**src/rtl/cv32e40px_x_coproc_frontend.sv**
```systemverilog
// ----------------------------------------------------------------------------
// cv32e40px_x_coproc_frontend
//
// Coprocessor-side responder for the CORE-V-XIF issue / commit / result
// channels driven by the cv32e40px dispatcher.
//  - Decodes offloaded custom-0 instructions and answers the issue handshake.
//  - Holds accepted instructions in an in-order queue until commit or kill.
//  - Executes committed instructions in a fixed-latency ALU pipe and returns
//    the rd writeback on the result channel (results leave in issue order).
//  - No memory channel: loadstore and dualread responses are tied low.
//
// Optional feature (compile-time macro):
//  CV32E40PX_XCOPROC_MINMAX_EN  - when defined, funct3 100 (MIN) and 101 (MAX),
//                                 both signed, are decoded as hits. When not
//                                 defined they are rejected (accept = 0).
//
// Parameters:
//  DEPTH       queue entries (power of 2, >= 2)
//  LATENCY     exec stages from queue pop to result valid (>= 1)
//  X_ID_WIDTH  instruction id width
//
// Ports:
//  clk_i, rst_ni                      clock, asynchronous active-low reset
//  x_issue_*                          issue request / response channel
//  x_commit_*                         commit (kill_i = 0) or kill (kill_i = 1)
//  x_result_*                         result channel, held stable until ready
//  busy_o                             queue or exec pipe holds an instruction
// ----------------------------------------------------------------------------
module cv32e40px_x_coproc_frontend #(
   parameter int unsigned DEPTH      = 4,
   parameter int unsigned LATENCY    = 2,
   parameter int unsigned X_ID_WIDTH = 4
) (
   input  logic                  clk_i,
   input  logic                  rst_ni,
   input  logic                  x_issue_valid_i,
   output logic                  x_issue_ready_o,
   input  logic [31:0]           x_issue_req_instr_i,
   input  logic [X_ID_WIDTH-1:0] x_issue_req_id_i,
   input  logic [1:0][31:0]      x_issue_req_rs_i,
   input  logic [1:0]            x_issue_req_rs_valid_i,
   output logic                  x_issue_resp_accept_o,
   output logic                  x_issue_resp_writeback_o,
   output logic                  x_issue_resp_dualread_o,
   output logic                  x_issue_resp_loadstore_o,
   input  logic                  x_commit_valid_i,
   input  logic [X_ID_WIDTH-1:0] x_commit_id_i,
   input  logic                  x_commit_kill_i,
   output logic                  x_result_valid_o,
   input  logic                  x_result_ready_i,
   output logic [X_ID_WIDTH-1:0] x_result_id_o,
   output logic [4:0]            x_result_rd_o,
   output logic [31:0]           x_result_data_o,
   output logic                  x_result_we_o,
   output logic                  busy_o
);

   localparam int unsigned      PTR_W       = $clog2(DEPTH);
   localparam logic [PTR_W-1:0] PTR_ONE     = PTR_W'(1);
   localparam logic [6:0]       OPC_CUSTOM0 = 7'b0001011;

   // -------------------------------------------------------------------------
   // Helpers
   // -------------------------------------------------------------------------
   function automatic logic op_supported(input logic [2:0] f3);
      logic sup;
      case (f3)
         3'b000, 3'b001, 3'b010, 3'b011: sup = 1'b1;
`ifdef CV32E40PX_XCOPROC_MINMAX_EN
         3'b100, 3'b101:                 sup = 1'b1;
`endif
         default:                        sup = 1'b0;
      endcase
      return sup;
   endfunction

   function automatic logic [31:0] alu(input logic [2:0] op,
                                       input logic [31:0] a,
                                       input logic [31:0] b);
      logic [31:0] r;
      case (op)
         3'b000:  r = a + b;
         3'b001:  r = a - b;
         3'b010:  r = a ^ b;
         3'b011:  r = ($signed(a) < $signed(b)) ? 32'd1 : 32'd0;
`ifdef CV32E40PX_XCOPROC_MINMAX_EN
         3'b100:  r = ($signed(a) < $signed(b)) ? a : b;
         3'b101:  r = ($signed(a) < $signed(b)) ? b : a;
`endif
         default: r = 32'd0;
      endcase
      return r;
   endfunction

   // -------------------------------------------------------------------------
   // State
   // -------------------------------------------------------------------------
   logic [DEPTH-1:0]      q_valid_q, q_valid_d;
   logic [DEPTH-1:0]      q_cmt_q,   q_cmt_d;
   logic [DEPTH-1:0]      q_kill_q,  q_kill_d;
   logic [X_ID_WIDTH-1:0] q_id_q  [DEPTH];
   logic [X_ID_WIDTH-1:0] q_id_d  [DEPTH];
   logic [4:0]            q_rd_q  [DEPTH];
   logic [4:0]            q_rd_d  [DEPTH];
   logic [2:0]            q_op_q  [DEPTH];
   logic [2:0]            q_op_d  [DEPTH];
   logic [31:0]           q_rs1_q [DEPTH];
   logic [31:0]           q_rs1_d [DEPTH];
   logic [31:0]           q_rs2_q [DEPTH];
   logic [31:0]           q_rs2_d [DEPTH];
   logic [PTR_W-1:0]      head_q, head_d;
   logic [PTR_W-1:0]      tail_q, tail_d;

   logic [LATENCY-1:0]    st_valid_q, st_valid_d;
   logic [X_ID_WIDTH-1:0] st_id_q   [LATENCY];
   logic [X_ID_WIDTH-1:0] st_id_d   [LATENCY];
   logic [4:0]            st_rd_q   [LATENCY];
   logic [4:0]            st_rd_d   [LATENCY];
   logic [31:0]           st_data_q [LATENCY];
   logic [31:0]           st_data_d [LATENCY];

   // -------------------------------------------------------------------------
   // Decode and issue handshake
   // -------------------------------------------------------------------------
   logic [6:0] opcode_s;
   logic [6:0] funct7_s;
   logic [2:0] funct3_s;
   logic [4:0] rd_s;
   logic       hit_s;
   logic       unused_instr_bits;

   assign opcode_s = x_issue_req_instr_i[6:0];
   assign rd_s     = x_issue_req_instr_i[11:7];
   assign funct3_s = x_issue_req_instr_i[14:12];
   assign funct7_s = x_issue_req_instr_i[31:25];
   // Register specifiers rs1/rs2 arrive as values, so their fields are unused.
   assign unused_instr_bits = ^x_issue_req_instr_i[24:15];

   assign hit_s = (opcode_s == OPC_CUSTOM0) && (funct7_s == 7'd0) && op_supported(funct3_s);

   logic pipe_adv_s;
   logic head_vld_s;
   logic pop_exec_s;
   logic pop_drop_s;
   logic pop_s;
   logic full_s;
   logic issue_ready_s;
   logic issue_hs_s;
   logic enq_s;
   logic same_commit_s;

   // The whole pipe stalls while an unaccepted result sits on the output.
   assign pipe_adv_s = ~st_valid_q[LATENCY-1] | x_result_ready_i;
   assign head_vld_s = q_valid_q[head_q];
   assign pop_exec_s = head_vld_s & q_cmt_q[head_q] & ~q_kill_q[head_q] & pipe_adv_s;
   // Killed heads leave without touching the pipe, so they never wait on a stall.
   assign pop_drop_s = head_vld_s & q_kill_q[head_q];
   assign pop_s      = pop_exec_s | pop_drop_s;
   // Entries are contiguous, so a valid tail slot means the queue is full;
   // a same-cycle pop frees the slot the new entry will occupy.
   assign full_s     = q_valid_q[tail_q] & ~pop_s;

   assign issue_ready_s = ~hit_s | (~full_s & (x_issue_req_rs_valid_i == 2'b11));
   assign issue_hs_s    = x_issue_valid_i & issue_ready_s;
   assign enq_s         = issue_hs_s & hit_s;
   assign same_commit_s = x_commit_valid_i & (x_commit_id_i == x_issue_req_id_i);

   assign x_issue_ready_o          = issue_ready_s;
   assign x_issue_resp_accept_o    = enq_s;
   assign x_issue_resp_writeback_o = enq_s & (rd_s != 5'd0);
   assign x_issue_resp_dualread_o  = 1'b0;
   assign x_issue_resp_loadstore_o = 1'b0;

   // -------------------------------------------------------------------------
   // Next-state: commit marking, pop, enqueue and exec pipe shift
   // -------------------------------------------------------------------------
   always_comb begin
      q_valid_d  = q_valid_q;
      q_cmt_d    = q_cmt_q;
      q_kill_d   = q_kill_q;
      q_id_d     = q_id_q;
      q_rd_d     = q_rd_q;
      q_op_d     = q_op_q;
      q_rs1_d    = q_rs1_q;
      q_rs2_d    = q_rs2_q;
      head_d     = head_q;
      tail_d     = tail_q;
      st_valid_d = st_valid_q;
      st_id_d    = st_id_q;
      st_rd_d    = st_rd_q;
      st_data_d  = st_data_q;

      // Commit/kill marks the live entry carrying the id; unknown ids are ignored.
      for (int unsigned i = 0; i < DEPTH; i++) begin
         if (x_commit_valid_i && q_valid_q[i] && (q_id_q[i] == x_commit_id_i)) begin
            q_cmt_d[i]  = q_cmt_q[i]  | ~x_commit_kill_i;
            q_kill_d[i] = q_kill_q[i] |  x_commit_kill_i;
         end else begin
            q_cmt_d[i]  = q_cmt_q[i];
            q_kill_d[i] = q_kill_q[i];
         end
      end

      if (pop_s) begin
         q_valid_d[head_q] = 1'b0;
         head_d            = head_q + PTR_ONE;
      end else begin
         head_d            = head_q;
      end

      // Enqueue last so it overrides a pop of the same slot when full.
      if (enq_s) begin
         q_valid_d[tail_q] = 1'b1;
         q_cmt_d[tail_q]   = same_commit_s & ~x_commit_kill_i;
         q_kill_d[tail_q]  = same_commit_s &  x_commit_kill_i;
         q_id_d[tail_q]    = x_issue_req_id_i;
         q_rd_d[tail_q]    = rd_s;
         q_op_d[tail_q]    = funct3_s;
         q_rs1_d[tail_q]   = x_issue_req_rs_i[0];
         q_rs2_d[tail_q]   = x_issue_req_rs_i[1];
         tail_d            = tail_q + PTR_ONE;
      end else begin
         tail_d            = tail_q;
      end

      // Result is computed at pop; later stages only carry it to the output.
      if (pipe_adv_s) begin
         st_valid_d[0] = pop_exec_s;
         st_id_d[0]    = pop_exec_s ? q_id_q[head_q] : {X_ID_WIDTH{1'b0}};
         st_rd_d[0]    = pop_exec_s ? q_rd_q[head_q] : 5'd0;
         st_data_d[0]  = pop_exec_s ? alu(q_op_q[head_q], q_rs1_q[head_q], q_rs2_q[head_q])
                                    : 32'd0;
         for (int unsigned s = 1; s < LATENCY; s++) begin
            st_valid_d[s] = st_valid_q[s-1];
            st_id_d[s]    = st_id_q[s-1];
            st_rd_d[s]    = st_rd_q[s-1];
            st_data_d[s]  = st_data_q[s-1];
         end
      end else begin
         st_valid_d = st_valid_q;
      end
   end

   // State registers; reset discards queue, pipe and any pending result.
   always_ff @(posedge clk_i or negedge rst_ni) begin
      if (!rst_ni) begin
         q_valid_q  <= '0;
         q_cmt_q    <= '0;
         q_kill_q   <= '0;
         q_id_q     <= '{default: '0};
         q_rd_q     <= '{default: '0};
         q_op_q     <= '{default: '0};
         q_rs1_q    <= '{default: '0};
         q_rs2_q    <= '{default: '0};
         head_q     <= '0;
         tail_q     <= '0;
         st_valid_q <= '0;
         st_id_q    <= '{default: '0};
         st_rd_q    <= '{default: '0};
         st_data_q  <= '{default: '0};
      end else begin
         q_valid_q  <= q_valid_d;
         q_cmt_q    <= q_cmt_d;
         q_kill_q   <= q_kill_d;
         q_id_q     <= q_id_d;
         q_rd_q     <= q_rd_d;
         q_op_q     <= q_op_d;
         q_rs1_q    <= q_rs1_d;
         q_rs2_q    <= q_rs2_d;
         head_q     <= head_d;
         tail_q     <= tail_d;
         st_valid_q <= st_valid_d;
         st_id_q    <= st_id_d;
         st_rd_q    <= st_rd_d;
         st_data_q  <= st_data_d;
      end
   end

   // -------------------------------------------------------------------------
   // Outputs
   // -------------------------------------------------------------------------
   assign x_result_valid_o = st_valid_q[LATENCY-1];
   assign x_result_id_o    = st_id_q[LATENCY-1];
   assign x_result_rd_o    = st_rd_q[LATENCY-1];
   assign x_result_data_o  = st_data_q[LATENCY-1];
   assign x_result_we_o    = st_valid_q[LATENCY-1] & (st_rd_q[LATENCY-1] != 5'd0);
   assign busy_o           = (|q_valid_q) | (|st_valid_q);

endmodule

```
**config.mk**
```make
export PLATFORM = sky130hd
export DESIGN_NAME = cv32e40px_x_coproc_frontend
export DESIGN_NICKNAME = d
export VERILOG_FILES = /design/src/rtl/cv32e40px_x_coproc_frontend.sv
export SDC_FILE = /design/constraint.sdc
export NUM_CORES = 1
export LEC_CHECK = 0
export CAP_MARGIN = 10
export CORE_MARGIN = 1.5
export CORE_UTILIZATION = 54
export DETAILED_ROUTE_END_ITERATION = 10
export GPL_TIMING_DRIVEN = 1
export HOLD_SLACK_MARGIN = 0.03
export PLACE_DENSITY_LB_ADDON = 0.12
export SYNTH_ARGS = -nofsm -noshare
export SYNTH_HDL_FRONTEND = slang
export SYNTH_SLANG_ARGS = --single-unit
export TNS_END_PERCENT = 30
```
**constraint.sdc**
```tcl
create_clock -name clk_i -period 4.5 [get_ports clk_i]
set_input_delay 0.45 -clock clk_i [delete_from_list [all_inputs] [get_ports clk_i]]
set_output_delay 0.45 -clock clk_i [all_outputs]
set_load 0.05 [all_outputs]
```
==> summary.md, run 1 <==
| Metric | Value |
|---|---|
| Clock Sinks | 404 |
| Static Leak | 12.1 nW |
| Gr ovfl total | 0 |
| VDD IR max | 0.000320 V |
| Sw frac | 0.209 |
| Final setup fails | 0 |
| Seq pwr share | 0.486 |
| Die ar. | 41300 um^2 |
| Detailed Place HPWL | 37800 um |
| Nets | 2063 |
| Final TNS setup | 0 ns |
| Routed WL | 52900 um |
| Pre-CTS WS | 0.318 ns |
| Worst-Margin Slew | 0.910 ns |
| Antenna-violating nets left | 0 |
| DRT Pass-1 Iters | 6 |
| Vias per inst | 6.05 |
| Gp weighted congestion | 0.948 |
| Largest stage delay, worst path | 0.62 ns |
| Period utilisation layout | 0.938 |
| Io pins | 161 |
| Psw | 1.57 mW |
| Status | complete, no violations |
| Clk slew on worst S/H paths | 0.06 ns |
| Final Critical Period | 4.22 ns |
| First-pass GRT wire length | 84300 um |
| Post-layout util | 0.635 |
| Slew headroom | 0.394 |
| Syn Inst Count | 1751 |
| Flops & latches, synth | 404 |
| DRT iter0 DRCs | 1104 |
| Clock Latency Late Sink | 0.57 ns |
| CTS tree | yes |
| H-tree levels | 2 |
| YS warnings | 0 |
| Site row count | 73 |
| Slew Limit Fails | 0 |
| Top FF cell, synth | dfrtp_1 |
| Netlist cell types | 79 |
| # Max-Cap Violations | 0 |
| Commonest cells after routing, fill and taps aside | 402 x dfrtp_1, 335 x mux2_2, 147 x clkdlybuf4s50_1 |
| Area growth, synth to finish | 16.3% |
| Type of the worst setup path | flop to flop |
| CP max stage cell | mux4_2 |
| Initial antenna violation count | 3 |
| Total power | 7.47 mW |
| Crit. End Element | flop |
| Largest net degree at the start of global routing | 111 |
| Worst Hold Class | flop to flop |
| Worst endpoint required time | 4.93 ns |
| PwrDens | 297 nW/um^2 |
| Placeable Area | 39600 um^2 |
| RSZ-0062 raised after global routing | false |
| Root buffer cell | clkbuf_16 |
| CTS buffer count | 44 |
| CP Data Arrival Time | 4.64 ns |
| Starting density of the core | 0.546 |
| Combinational Power Share | 0.030 |
| Final Skew | 0.0177 ns |
| Worst-path cell chain | buf_12 -> buf_12 -> mux4_2 -> inv_1 -> ha_1 -> buf_4 -> a21oi_1 -> or3b_2 -> o2111ai_1 -> a31o_2 -> o31ai_2 -> a221oi_1 -> xor2_1 -> o211ai_1 |
| Total GRT Usage | 0.262 |
| DR WL/cell | 21.7 um |
| Vias in the first global route | 14840 |
| Clk pwr share | 0.483 |
| Post-route DRC | 0 |
| Final worst setup slack | 0.281 ns |
| Sequential fraction of the synthesis area | 0.467 |
| Max Fclk | 0.237 GHz |
| Startpoint types | flop |
| Vias | 14734 |
| Post-synthesis async set-or-reset flop share | 1.00 |
| Setup Fix Bufs, Post-CTS | 0 |
| Hold Vio Cnt, Final | 0 |
| WHS | 0.479 ns |
| Critical Path Fanout Max | 24 |
| Die Y | 203 um |
| Most common cell after layout, fill and taps aside | dfrtp_1 |
| Number of synthesized flops with an enable pin | 0 |
| Port Buf Inserts | 148 |
| P_int | 5.91 mW |
| Die Width | 203 um |
| Layout cell share with drive strength beyond 1 | 0.307 |
| Syn Std Cell Area | 21600 um^2 |
| CTS max path bufs | 3 |
| Most used cell, CP | buf_12 |
| Syn Area/Cell | 12.4 um^2 |
==> metrics by stage <==
step / area [um^2] / std cells
2_1_floorplan: 21600 / 1752
3_3_place_gp: 23700 / 2356
3_5_place_dp: 23700 / 2356
4_1_cts: 25100 / 2432
5_1_grt: 25200 / 2432
6_report: 25200 / 2434
==> power groups by stage <==
stage	Clock, mW	Combinational, mW	Sequential [mW]
2_1_floorplan	0	0.0273	3.70
3_3_place_gp	0	0.225	3.70
3_5_place_dp	0	0.231	3.70
4_1_cts	3.69	0.233	3.63
5_1_grt	3.82	0.254	3.63
6_report	3.61	0.227	3.63
==> worst paths after layout <==
path	from	to	slack [ns]	depth (start not counted)
setup / recovery	head_q[0]	st_data_q[63]	0.28	14
hold / removal	st_data_q[34]	st_data_q[34]	0.48	2
setup reg to reg	head_q[0]	st_data_q[63]	0.28	14
hold reg to reg	st_data_q[34]	st_data_q[34]	0.48	2
max in group asynchronous	rst_ni	q_rs1_q[78]	2.93	3
min in group asynchronous	rst_ni	q_rs1_q[106]	0.54	2
==> area by class of cell <==
class,instances,area (um^2)
well taps,525,657
diodes,2,5.00
inverters,80,300
fillers,3103,14500
clock buffers,65,1270
clock inverters,10,171
flip-flops and latches,404,10100
repair buffers,229,2260
multi-input cells,1119,10400
==> logic make-up after synthesis <==
family | Yosys count | share of synthesized area
AO/OA/AOI/OAI | 316 | 0.100
adder cells (fa/ha/maj) | 73 | 0.0429
AND/OR/NAND/NOR | 270 | 0.0599
multiplexers | 425 | 0.262
other | 1 | 0.000173
XOR/XNOR | 33 | 0.0134
buffers and inverters | 229 | 0.0540
flip-flops | 404 | 0.467
==> critical path: cells and delay by family, from the launching register on <==
family                   cells  cell delay, ns
AO/OA/AOI/OAI                6            1.29
buffers and inverters        4            0.69
multiplexers                 1            0.62
flip-flops                   1            0.52
AND/OR/NAND/NOR              1            0.45
adder cells (fa/ha/maj)      1            0.29
XOR/XNOR                     1            0.18
==> flip-flops by register name, indices dropped and copies added, names as in the netlist, 5 cells and up <==
name             count
q_id_q              16
q_rs1_q            128
q_rd_q              20
q_rs2_q            128
x_result_data_o     32
x_result_rd_o        5
q_op_q              12
st_rd_q              5
st_data_q           32
==> Yosys cell counts, drive strengths merged, types with 13 or more instances <==
master	n	area share
ha	71	0.041
clkbuf	52	0.0091
a22o	15	0.0061
mux4	79	0.082
dfrtp	404	0.47
mux2	343	0.18
o31ai	15	0.0054
o21ai	57	0.013
o21bai	15	0.0052
xnor2	24	0.0097
nand2	96	0.017
buf	97	0.031
nand3	13	0.0030
nand4	14	0.0040
inv	80	0.014
nor2	71	0.012
a21oi	85	0.020
==> timing repair <==
action	4_1_cts	5_1_grt
resized for setup	0	1
setup endpoints to repair	0	1
hold buffers	1	0
hold endpoints to repair	101	0
==> per-layer routing <==
layer,part of all wire,wire [um],track usage,vias to the layer above
met5,0,0,0,-
met4,0.021,1110,0.0717,0
met3,0.057,3030,0.0360,81
met2,0.46,24400,0.407,449
met1,0.46,24300,0.388,7582
li1,-,-,-,6622
Power figures use the tool's default switching activity.
==> run 2: changes to the inputs <==
Settings changed: CORE_UTILIZATION 54 to 55, CTS_BUF_LIST set to sky130_fd_sc_hd__clkbuf_8.
==> summary.md, run 2 (synthesized netlist as in run 1, its figures left out) <==
| Metric | Value |
|---|---|
| Status | complete, no violations |
| Layout cell share with drive strength beyond 1 | 0.313 (+0.00537) |
| Antenna Cells | 0 (-2) |
| Met2 GRT Util | 0.408 (+0.000640) |
| Vias per inst | 5.96 (-1.6%) |
| Most common cell after layout, fill and taps aside | dfrtp_1 |
| Commonest cells after routing, fill and taps aside | 402 x dfrtp_1, 335 x mux2_2, 147 x clkdlybuf4s50_1 |
| CTS buffer count | 69 (+57%) |
| Gp weighted congestion | 0.922 (-2.8%) |
| Worst-Margin Slew | 0.973 ns (+0.0637 ns) |
| P_int | 5.49 mW (-7.0%) |
| VDD IR max | 0.000200 V (-38%) |
| Die ar. | 40500 um^2 (-1.8%) |
| Max Fclk | 0.237 GHz (-0.12%) |
| Multi-input logic area | 10400 um^2 (about the same) |
| Crit. End Element | flop |
| Vias in the first global route | 15213 (+2.5%) |
| Hold Vio Cnt, Final | 0 (unchanged) |
| Slew headroom | 0.351 (-0.0425) |
| Port Buf Inserts | 148 (unchanged) |
| Detailed Place HPWL | 37000 um (-2.1%) |
| Final Skew | 0.0213 ns (+0.00354 ns) |
| Placeable Area | 38700 um^2 (-2.3%) |
| Met1 usage | 0.386 (-0.00133) |
| Routed WL | 51800 um (-1.9%) |
| FF-to-FF path depth | 14 (unchanged) |
| Seq pwr share | 0.512 (+0.026) |
| Clock Sinks | 404 (unchanged) |
| R2r endpoint | st_data_q[59] |
| Hold_sp | q_rs1_q[43] |
| Sw frac | 0.226 (+0.0162) |
| Starting density of the core | 0.558 (+0.0127) |
| Io pins | 161 (unchanged) |
| Die Y | 201 um (-0.90%) |
| Root buffer cell | clkbuf_8 |
| Period utilisation layout | 0.939 (+0.00111) |
| DR WL/cell | 21.1 um (-2.7%) |
| Hold path cells | 1 (-1) |
| CTS max path bufs | 3 (unchanged) |
| Initial antenna violation count | 0 (-3) |
| Total GRT Usage | 0.264 (+0.00238) |
| Fillers | 3045 (-1.9%) |
| Die Width | 201 um (-0.90%) |
| GRT busiest layer | met2 |
| Startpoint types | flop |
| RSZ-0062 raised after global routing | false |
| Static Leak | 12.1 nW (-0.15%) |
| H-tree levels | 3 (+1) |
| Worst Hold Class | flop to flop |
| DRT Pass-1 Iters | 5 (-1) |
| PwrDens | 285 nW/um^2 (-4.0%) |
| Critical Path Fanout Max | 34 (+42%) |
| Largest net degree at the start of global routing | 124 (+12%) |
| CP Data Arrival Time | 4.73 ns (+0.09 ns) |
| Routing usage on met3 | 0.0449 (+0.00891) |
| Antenna-violating nets left | 0 (unchanged) |
| Site row count | 72 (-1.4%) |
| Vias | 14612 (-0.83%) |
| Nets | 2073 (+0.48%) |
| Final instance area | 24900 um^2 (-1.1%) |
| Clk slew on worst S/H paths | 0.06 ns (about the same) |
| DRT iter0 DRCs | 1031 (-6.6%) |
| Area growth, synth to finish | 15.1% |
| Regs by FF count | q_rs1_q (128), q_rs2_q (128) |
| # Max-Cap Violations | 0 (unchanged) |
| Worst endpoint required time | 5.00 ns (+0.07 ns) |
| Slew Limit Fails | 0 (unchanged) |
| Type of the worst setup path | flop to flop |
| Combinational Power Share | 0.032 (+0.002) |
| Reg-to-Reg Start | head_q[0] |
| Final TNS setup | 0 ns (unchanged) |
| Register area | 10100 um^2 (unchanged) |
| Pre-CTS WS | 0.263 ns (-0.0553 ns) |
| Clk pwr share | 0.455 (-0.028) |
| Final setup fails | 0 (unchanged) |
| Reg2reg setup slack | 0.28 ns (about the same) |
| Post-route DRC | 0 (unchanged) |
| Clock Latency Late Sink | 0.62 ns (+0.05 ns) |
| Worst Hold Endpoint | q_rs1_q[43] |
| Gr ovfl total | 0 (unchanged) |
| Psw | 1.60 mW (+2.3%) |
| First-pass GRT wire length | 84300 um (about the same) |
| Placed Area | 23500 um^2 (-0.76%) |
| Final Critical Period | 4.22 ns (+0.00501 ns) |
| Final worst setup slack | 0.276 ns (-0.00501 ns) |
| CTS tree | yes |
| CP Launch Point | head_q[0] |
==> run 2: critical path, cell delays in order (launching register included) <==
cell and delay, ns:
dfrtp_4 0.50, buf_12 0.30, mux4_2 0.65, inv_1 0.11
ha_1 0.26, nor2b_1 0.17, o211ai_1 0.17, a2111oi_2 0.37
buf_4 0.19, o21a_1 0.25, nand3_1 0.12, a31oi_1 0.32
a21oi_1 0.14, a221o_1 0.35, a22o_1 0.20
==> run 2: worst max path at each step <==
stage / endpoint / slack [ns] / depth (start not counted)
after detailed placement: st_data_q[58] / 0.26 / 12
after global placement: st_data_q[58] / 0.31 / 12
final: st_data_q[59] / 0.28 / 14
after floorplan: st_data_q[58] / 0.06 / 16
after global routing: st_data_q[32] / 0.08 / 13
after CTS: st_data_q[58] / 0.23 / 12
==> run 2: area by class of cell <==
type                            count  share of cell area
Multi-Input combinational cell   1119               0.417
Sequential cell                   404               0.406
Timing Repair Buffer              214              0.0843
Clock buffer                       85              0.0470
Tap cell                          518              0.0260
Inverter                           80              0.0121
Clock inverter                     33             0.00734
==> run 2: power by group through the flow <==
| stage | registers [mW] | clock network (mW) | logic (mW) |
|---|---|---|---|
| final | 3.63 | 3.23 | 0.230 |
| after CTS | 3.63 | 3.32 | 0.235 |
| after floorplan | 3.70 | 0 | 0.0273 |
| after global placement | 3.70 | 0 | 0.228 |
| after detailed placement | 3.70 | 0 | 0.233 |
| after global routing | 3.63 | 3.51 | 0.257 |
==> run 2: stage by stage <==
step | util | power (mW) | instances | hold slack (ns)
3_5_place_dp | 0.607 | 3.93 | 2333 | 0.467
4_1_cts | 0.642 | 7.19 | 2453 | 0.484
2_1_floorplan | - | 3.73 | 1752 | 0.154
3_3_place_gp | 0.607 | 3.93 | 2333 | 0.462
5_1_grt | 0.643 | 7.39 | 2453 | 0.495
6_report | 0.643 | 7.09 | 2453 | 0.479
==> run 2: routing by layer <==
metal,up-vias,wire length [um]
li1,6640,-
met1,7507,24400
met2,386,23800
met3,79,2670
met4,0,999
met5,-,0
==> run 2: repair_timing <==
item / CTS / global route
setup endpoints to repair: 1 / 1
buffers inserted: 1 / 0
hold buffers: 1 / 0
gates resized for setup: 0 / 1
endpoints found under the hold margin: 117 / 0
pin swaps: 1 / 0
